`src/rtl/mf8_reg_wb_pkg.sv`:
```
// Shared types for the mf8 register-file writeback sequencer.
// Covers the state encoding, register constants, the request entry and address helpers.
package mf8_reg_wb_pkg;
  localparam int ADDR_W = 5;
  localparam int DATA_W = 8;

  localparam logic [ADDR_W-1:0] REG_ZL = 5'd30;
  localparam logic [ADDR_W-1:0] REG_ZH = 5'd31;

  typedef enum logic [1:0] {ST_IDLE, ST_ADDR, ST_WLO, ST_WHI} wb_state_e;

  typedef struct packed {
    logic [ADDR_W-1:0]   addr;
    logic [2*DATA_W-1:0] data;
    logic                word;
  } wb_req_t;

  // A pair write always starts at the even register of the pair.
  function automatic logic [ADDR_W-1:0] lo_addr(input wb_req_t r);
    return r.word ? {r.addr[ADDR_W-1:1], 1'b0} : r.addr;
  endfunction

  function automatic logic [ADDR_W-1:0] hi_addr(input wb_req_t r);
    return {r.addr[ADDR_W-1:1], 1'b1};
  endfunction
endpackage

```
`src/rtl/mf8_reg_wb_if.sv`:
```
// Request channel from the execute stage into the writeback sequencer.
interface mf8_reg_wb_if;
  import mf8_reg_wb_pkg::*;
  logic                Req_Valid;
  logic                Req_Ready;
  logic [ADDR_W-1:0]   Req_Addr;
  logic [2*DATA_W-1:0] Req_Data;
  logic                Req_Word;

  modport master (output Req_Valid, Req_Addr, Req_Data, Req_Word, input Req_Ready);
  modport slave  (input Req_Valid, Req_Addr, Req_Data, Req_Word, output Req_Ready);
endinterface

```
`src/rtl/mf8_wb_skid.sv`:
```
// One-entry pending buffer in front of the writeback sequencer.
// It accepts a new entry in the same cycle the old one is popped.
module mf8_wb_skid
  import mf8_reg_wb_pkg::*;
(
  input  logic    Clk,
  input  logic    Reset_n,
  input  logic    push_valid,
  input  wb_req_t push_req,
  output logic    push_ready,
  input  logic    pop,
  output logic    p_valid,
  output wb_req_t p_req
);
  assign push_ready = ~p_valid | pop;

  always_ff @(posedge Clk or negedge Reset_n) begin
    if (!Reset_n) begin
      p_valid <= 1'b0;
      p_req   <= '0;
    end else if (push_valid && push_ready) begin
      p_valid <= 1'b1;
      p_req   <= push_req;
    end else if (pop) begin
      p_valid <= 1'b0;
    end
  end
endmodule

```
`src/rtl/mf8_reg_wb.sv`:
```
// Writeback sequencer that serialises byte and pair results onto the 8-bit register-file port.
// The register file takes the address one cycle before the write strobe and data.
module mf8_reg_wb
  import mf8_reg_wb_pkg::*;
(
  input  logic              Clk,
  input  logic              Reset_n,
  mf8_reg_wb_if.slave       req,
  output logic              Rf_Addr_Own,
  output logic [ADDR_W-1:0] Rf_Addr,
  output logic              Rf_Wr,
  output logic [DATA_W-1:0] Rf_Data,
  output logic              Busy,
  output logic              Done
);
  wb_state_e state;
  wb_req_t   cur, p_req, push_req;
  logic      p_valid, pop, last_wr;

  assign push_req = {req.Req_Addr, req.Req_Data, req.Req_Word};

  mf8_wb_skid u_skid (
    .Clk        (Clk),
    .Reset_n    (Reset_n),
    .push_valid (req.Req_Valid),
    .push_req   (push_req),
    .push_ready (req.Req_Ready),
    .pop        (pop),
    .p_valid    (p_valid),
    .p_req      (p_req)
  );

  assign last_wr = (state == ST_WLO && !cur.word) || state == ST_WHI;
  assign pop     = p_valid && (state == ST_IDLE || last_wr);
  assign Busy    = p_valid | (state != ST_IDLE);

  // A fresh request presents its address straight from P while still idle.
  // This keeps the first write at accept+2. ST_ADDR covers a current entry that still needs its address phase.
  always_comb begin
    Rf_Addr_Own = 1'b0;
    Rf_Addr     = '0;
    Rf_Wr       = 1'b0;
    Rf_Data     = '0;
    Done        = 1'b0;
    case (state)
      ST_IDLE: if (p_valid) begin
        Rf_Addr_Own = 1'b1;
        Rf_Addr     = lo_addr(p_req);
      end
      ST_ADDR: begin
        Rf_Addr_Own = 1'b1;
        Rf_Addr     = lo_addr(cur);
      end
      ST_WLO: begin
        Rf_Wr   = 1'b1;
        Rf_Data = cur.data[DATA_W-1:0];
        if (cur.word) begin
          Rf_Addr_Own = 1'b1;
          Rf_Addr     = hi_addr(cur);
        end else begin
          Done = 1'b1;
        end
      end
      ST_WHI: begin
        Rf_Wr   = 1'b1;
        Rf_Data = cur.data[2*DATA_W-1:DATA_W];
        Done    = 1'b1;
      end
      default: ;
    endcase
    // The next request's address phase overlaps the final write of this one.
    if (last_wr && p_valid) begin
      Rf_Addr_Own = 1'b1;
      Rf_Addr     = lo_addr(p_req);
    end
  end

  always_ff @(posedge Clk or negedge Reset_n) begin
    if (!Reset_n) begin
      state <= ST_IDLE;
      cur   <= '0;
    end else if (pop) begin
      cur   <= p_req;
      state <= ST_WLO;
    end else begin
      case (state)
        ST_ADDR: state <= ST_WLO;
        ST_WLO:  state <= cur.word ? ST_WHI : ST_IDLE;
        default: state <= ST_IDLE;
      endcase
    end
  end
endmodule

```
`src/flat_wrapper.sv`:
```
// flat-port wrapper written by rule: the top's interface ports become plain ports
module mf8_reg_wb_flat import mf8_reg_wb_pkg::*;
  (Clk, Reset_n, Rf_Addr_Own, Rf_Addr, Rf_Wr, Rf_Data, Busy, Done, req_Req_Valid, req_Req_Addr, req_Req_Data, req_Req_Word, req_Req_Ready);
  mf8_reg_wb_if req_i ();
  input  logic Clk;
  input  logic Reset_n;
  output logic Rf_Addr_Own;
  output logic [ADDR_W-1:0] Rf_Addr;
  output logic Rf_Wr;
  output logic [DATA_W-1:0] Rf_Data;
  output logic Busy;
  output logic Done;
  input wire logic [$bits(req_i.Req_Valid)-1:0] req_Req_Valid;
  input wire logic [$bits(req_i.Req_Addr)-1:0] req_Req_Addr;
  input wire logic [$bits(req_i.Req_Data)-1:0] req_Req_Data;
  input wire logic [$bits(req_i.Req_Word)-1:0] req_Req_Word;
  output wire logic [$bits(req_i.Req_Ready)-1:0] req_Req_Ready;
  assign req_i.Req_Valid = req_Req_Valid;
  assign req_i.Req_Addr = req_Req_Addr;
  assign req_i.Req_Data = req_Req_Data;
  assign req_i.Req_Word = req_Req_Word;
  assign req_Req_Ready = req_i.Req_Ready;
  mf8_reg_wb u_core (.Clk(Clk), .Reset_n(Reset_n), .req(req_i), .Rf_Addr_Own(Rf_Addr_Own), .Rf_Addr(Rf_Addr), .Rf_Wr(Rf_Wr), .Rf_Data(Rf_Data), .Busy(Busy), .Done(Done));
endmodule
```
`config.mk`:
```
export PLATFORM = sky130hd
export DESIGN_NAME = mf8_reg_wb_flat
export DESIGN_NICKNAME = d
export VERILOG_FILES = /design/src/rtl/mf8_reg_wb_pkg.sv /design/src/rtl/mf8_reg_wb_if.sv /design/src/rtl/mf8_wb_skid.sv /design/src/rtl/mf8_reg_wb.sv /design/src/flat_wrapper.sv
export SDC_FILE = /design/constraint.sdc
export NUM_CORES = 1
export LEC_CHECK = 0
export BUFFER_PORTS_ARGS = -buffer_cell sky130_fd_sc_hd__buf_2
export CORE_MARGIN = 4
export CORE_UTILIZATION = 51
export DETAILED_ROUTE_END_ITERATION = 6
export PLACE_DENSITY = 0.75
export SETUP_SLACK_MARGIN = 0.1
export SYNTH_ARGS = -nofsm -noshare
export SYNTH_HDL_FRONTEND = slang
export SYNTH_SLANG_ARGS = --single-unit
export TNS_END_PERCENT = 1
```
`constraint.sdc`:
```
create_clock -name Clk -period 6.15 [get_ports Clk]
set_clock_uncertainty 0.2 [all_clocks]
set_input_delay 1.845 -clock Clk [delete_from_list [all_inputs] [get_ports Clk]]
set_output_delay 1.845 -clock Clk [all_outputs]
set_load 0.01 [all_outputs]
```
-- Word-level counts from Yosys, hierarchy flattened
Index checks and enable logic that the tools add are counted.
- reductions and logical operators: 11
- mux-type cells: 19
- bitwise logic cells: 3
- equal/unequal tests: 3
- operators by type and width (cell ; count):
    $pmux W8 S2 ; 1
    $mux W5 ; 3
    $pmux W5 S3 ; 1
    $mux W1 ; 9
    $eq A2 B2 Y1 const B ; 2
    $logic_and A1 B1 Y1 ; 4
    $mux W2 ; 2
    $pmux W2 S2 ; 1
    $reduce_bool A2 Y1 ; 2
    $pmux W1 S3 ; 1
    $eq A2 B1 Y1 const B ; 1
    $logic_not A2 Y1 ; 1
    $logic_or A1 B1 Y1 ; 2
    $or A1 B1 Y1 ; 2
    $pmux W1 S2 ; 1
    $reduce_or A2 Y1 ; 1
    $logic_not A1 Y1 ; 1
    $not A1 Y1 ; 1
- bits of input ports: 25
- logic and storage cells: 44
- output and inout port bits: 18
- bits in registers: 47

-- Longest topological paths before layout
- depth in word-level cells: 8
- gate-level depth with buffers: 7

-- Cells and area by module
Synthesis repeated with hierarchy kept, for this count alone.
- cells, all modules: 140
- area total of the unflattened synthesis: 2224.6 um^2
- modules (own cells, without submodules) (module ; cells each ; times used ; area each (um^2)):
    mf8_reg_wb ; 90 ; 1 ; 1253.7
    mf8_wb_skid ; 50 ; 1 ; 970.9

-- Least setup slack after synthesis
Ideal clock, no wire load.
- path type: register to output
- start: reg u_core.state[0]
- end: out Rf_Addr[1]
- path slack: 2664 ps
- data arrival time: 1441 ps
- cell stages (with the launch flop): 7
- cells stage by stage: dfrtp_1 > inv_1 > ha_1 > buf_2 > nand2_1 > a21oi_1 > a22o_1
- word-level cells in the longest chain between the ends: 5
- elaborated cells between the ends (all ways): 9
- classes of those cells: eq/ne (3); mux (2); reduce/logical (4)
- ends and longest elaborated chain (element ; line ; source):
    start, declared ; mf8_reg_wb.sv:16 ; wb_state_e state;
    start signal, assigned ; mf8_reg_wb.sv:88 ; ST_WLO: state <= cur.word ? ST_WHI : ST_IDLE;
    $eq A2 B2 Y1 ; mf8_reg_wb.sv:33, mf8_reg_wb.sv:45 ;
    $logic_and A1 B1 Y1 ; mf8_reg_wb.sv:33 ; assign last_wr = (state == ST_WLO && !cur.word) || state == ST_WHI;
    $logic_or A1 B1 Y1 ; mf8_reg_wb.sv:33 ;
    $logic_and A1 B1 Y1 ; mf8_reg_wb.sv:72 ; if (last_wr && p_valid) begin
    $mux W5 (*) ; mf8_reg_wb.sv:72 ;
    end, declared ; flat_wrapper.sv:8 ; output logic [ADDR_W-1:0] Rf_Addr;
Mark *: on every way between the ends. The rest lies on a longest branch, timed or not.

-- Final worst setup path
- start: reg u_core.state[0]
- end: out Rf_Addr[0]
The elaborated chain is that of the path after synthesis.

==> flow_summary_export.csv <==
group,metric,value,unit
job,cap_violations,0,
clock_tree,cts_sinks,47,
clock_tree,cts_root_buf,"clkbuf_8",
synthesis,synthCells,146,
global_route,grt_pass1_wl,6760,microns
synthesis,seq_area_frac_synth,55.0,%
drt,initialDrtViolationCount,100,
worst_setup_path,max_stage_delay,0.49,ns
pwr,clockPowerShare,14.9,%
final_layout,n_fill_cell,337,
synthesis,synthArstFlopShare,100,%
timing,finalMaxSlewViolations,0,
floorplan,die_w,72.7,microns
synthesis,yosys-top-cells-count,"47 x dfrtp_1, 26 x mux2_2, 17 x mux2_4",
placed_design,place_congestion,0.800,
global_route,grt_max_degree,48,
drt,antenna_left,0,
synthesis,ys_seq_elements,47,
floorplan,die_height,72.7,microns
global_route,grt_pass1_vias,1460,
synthesis,synth.most_common_cell,"dfrtp_1",
pwr,switching_share,33.8,%
final_layout,area_growth,15.9,%
drt,drt-pass1-iter-count,4,
clock_tree,post-cts-setup-buffer-count,0,
pwr,ir_drop,0.000271,V
pwr,p_sw,519,uW
floorplan,boundaryPins,43,
synthesis,ys.flop_type,"dfrtp_1",
drt,wl_per_cell,16.3,microns
worst_setup_path,crit_arrival,2.32,ns
synthesis,syn_avg_cell_area,14.6,sq um
clock_tree,cts_htree_levels,2,
placed_design,post-dp-hpwl,2790,microns
timing,finalCriticalPeriod,4.37,ns
synthesis,synth.top_cell.area_share,55.0,%
final_layout,final_area,0.00248,sq mm
global_route,overflow,0,
timing,relSlewSlack,19.7,%
final_layout,drive_gt1_share,51.1,%
synthesis,synth_cell_types,24,
pwr,pwr-share-seq,37.4,%
worst_setup_path,worstPathRequired,4.11,ns
timing,rsz0062_at_grt,"no",
floorplan,rows,23,
placed_design,io_buffers,42,
final_layout,diodes,0,
drt,drc,0,
timing,finalHoldViolations,0,
worst_setup_path,endpoint_kind,"output pin",
drt,vias_per_cell,5.38,
clock_tree,cts_buffers,5,
final_layout,multi_input_area,881,sq um
global_route,antenna_found_initial,0,
drt,totalWireLength,3910,microns
timing,min_period_over_period,71.0,%
synthesis,yosys_warnings,0,
timing,final-setup-viol-count,0,
pwr,power_frac_comb,47.7,%
floorplan,core-area,0.00403,sq mm
worst_setup_path,crit_buf_inv,2,
pwr,p_leak,0.00122,uW
placed_design,post_dp_cell_area,0.00236,sq mm
timing,tightest_slew,1.21,ns
global_route,grt_use_total,16.4,%
timing,fmax,0.229,GHz
final_layout,regArea,0.00118,sq mm
clock_tree,cts_tree,"done",
pwr,p_total,1540,uW
floorplan,initial_core_util,53.0,%
synthesis,syn_area,0.00214,sq mm
clock_tree,clk_path_buf_depth,2,
floorplan,die-area,0.00529,sq mm
clock_tree,cts.clk_slew.worst_paths,0.08,ns
worst_setup_path,path_max_fanout,14,
synthesis,synth_edf_count,0,
clock_tree,cts_resized,0,
synthesis,synth.area.top_cells,"dfrtp_1 55%, mux2_2 14%, mux2_4 12%, a22o_1 4.9%, ha_1 3.5%",
timing,finalSetupTns,0,ns
clock_tree,insertion_delay,0.29,ns
worst_setup_path,worstSetupStartpointType,"flip-flop",
clock_tree,hold_buffers,0,
synthesis,synth_nets,177,
worst_setup_path,path_delay_family,"compound AO/OA/AOI/OAI gates",
outcome,status,"completed",
pwr,p_per_area,620,mW/mm^2
worst_setup_path,path_cells,"inv_1 -> ha_1 -> nand2b_1 -> a21oi_1 -> a311o_1 -> buf_2",
drt,num_vias,1291,
pwr,p_int,1020,uW
worst_setup_path,crit_path_top_delay_cell,"ha_1",
final_layout,nets,220,
worst_hold_path,hold_path.class,"flip-flop to flip-flop",
synthesis,synth_top_area_cell,"dfrtp_1",
worst_setup_path,path_class,"flip-flop to output pin",
-- routing by layer --
| metal | GRT usage, % | vias up | routed length (microns) |
|---|---|---|---|
| met4 | 4.51 | 0 | 13 |
| li1 | - | 609 | - |
| met3 | 5.37 | 2 | 200 |
| met1 | 21.3 | 647 | 1740 |
| met5 | 0 | - | 0 |
| met2 | 26.6 | 33 | 1960 |
-- path summary, 6_finish.rpt --
path | start | to | slack, ns | cells past startpoint
min | u_core.u_skid.p_req[6]$_DFFE_PN0P_ | u_core.cur[6]$_DFFE_PN0P_ | 0.31 | 1
max in group asynchronous | Reset_n | u_core.cur[5]$_DFFE_PN0P_ | 3.60 | 1
max | u_core.state[0]$_DFF_PN0_ | Rf_Addr[0] | 1.78 | 6
min reg2reg | u_core.u_skid.p_req[6]$_DFFE_PN0P_ | u_core.cur[6]$_DFFE_PN0P_ | 0.31 | 1
min in group asynchronous | Reset_n | u_core.u_skid.p_req[12]$_DFFE_PN0P_ | 1.52 | 1
max reg2reg | u_core.state[0]$_DFF_PN0_ | u_core.u_skid.p_req[21]$_DFFE_PN0P_ | 3.26 | 6
-- area by class of cell --
class	count	area share (%)
sequential	47	47.5
multi-input combinational	86	35.6
timing repair buffer	43	8.79
clock buffer	6	3.33
tap	50	2.53
clock inverter	2	1.41
inverter	6	0.909
-- power by group through the flow --
stage	clock network, uW	registers (uW)	logic (uW)
detailed placement	0	580	737
global route	250	596	796
global placement	0	567	709
floorplan	0	542	597
finish	229	575	734
CTS	236	575	741
-- metrics by stage --
| stage | hold WS [ns] | instances | setup WS [ns] | utilization (%) |
|---|---|---|---|---|
| after CTS | 0.312 | 240 | 1.78 | 61.5 |
| after floorplan | 0.277 | 146 | 2.66 | - |
| final | 0.311 | 240 | 1.78 | 61.5 |
| after global routing | 0.330 | 240 | 1.54 | 61.5 |
| after global placement | 0.288 | 232 | 2.25 | 58.6 |
| after detailed placement | 0.296 | 232 | 2.11 | 58.6 |
-- registers in the layout (all words and copies together), names as in the netlist --
name / cells
u_core.cur: 22
u_core.state: 2
u_core.u_skid.p_req: 22
u_core.u_skid.p_valid: 1
-- logic make-up after synthesis --
logic type               after synthesis  synth area share (%)
AO/OA/AOI/OAI                         25                  9.43
AND/OR/NAND/NOR                       12                  2.63
adder cells (fa/ha/maj)                6                  3.51
buffers and inverters                 13                  3.75
flip-flops                            47                  55.0
multiplexers                          43                  25.6
-- layout by cell type, fill, tap and decap left out --
cell type  instances
nand2b_1           2
nand2_1            4
a311o_1            1
bufinv_16          1
dfrtp_1           47
buf_2             42
clkinv_2           1
buf_4              1
nor2_1             3
a2111oi_0          1
a31oi_2            1
nor2b_1            1
clkbuf_8           6
o21ai_0            3
or2_2              1
a21o_1             1
a21bo_2            1
mux2_2            26
ha_1               6
mux2_4            17
nand3_1            1
inv_1              6
a2bb2oi_1          2
a21oi_1            3
a22o_1            12
No activity file was read; power rests on OpenSTA's default activity.
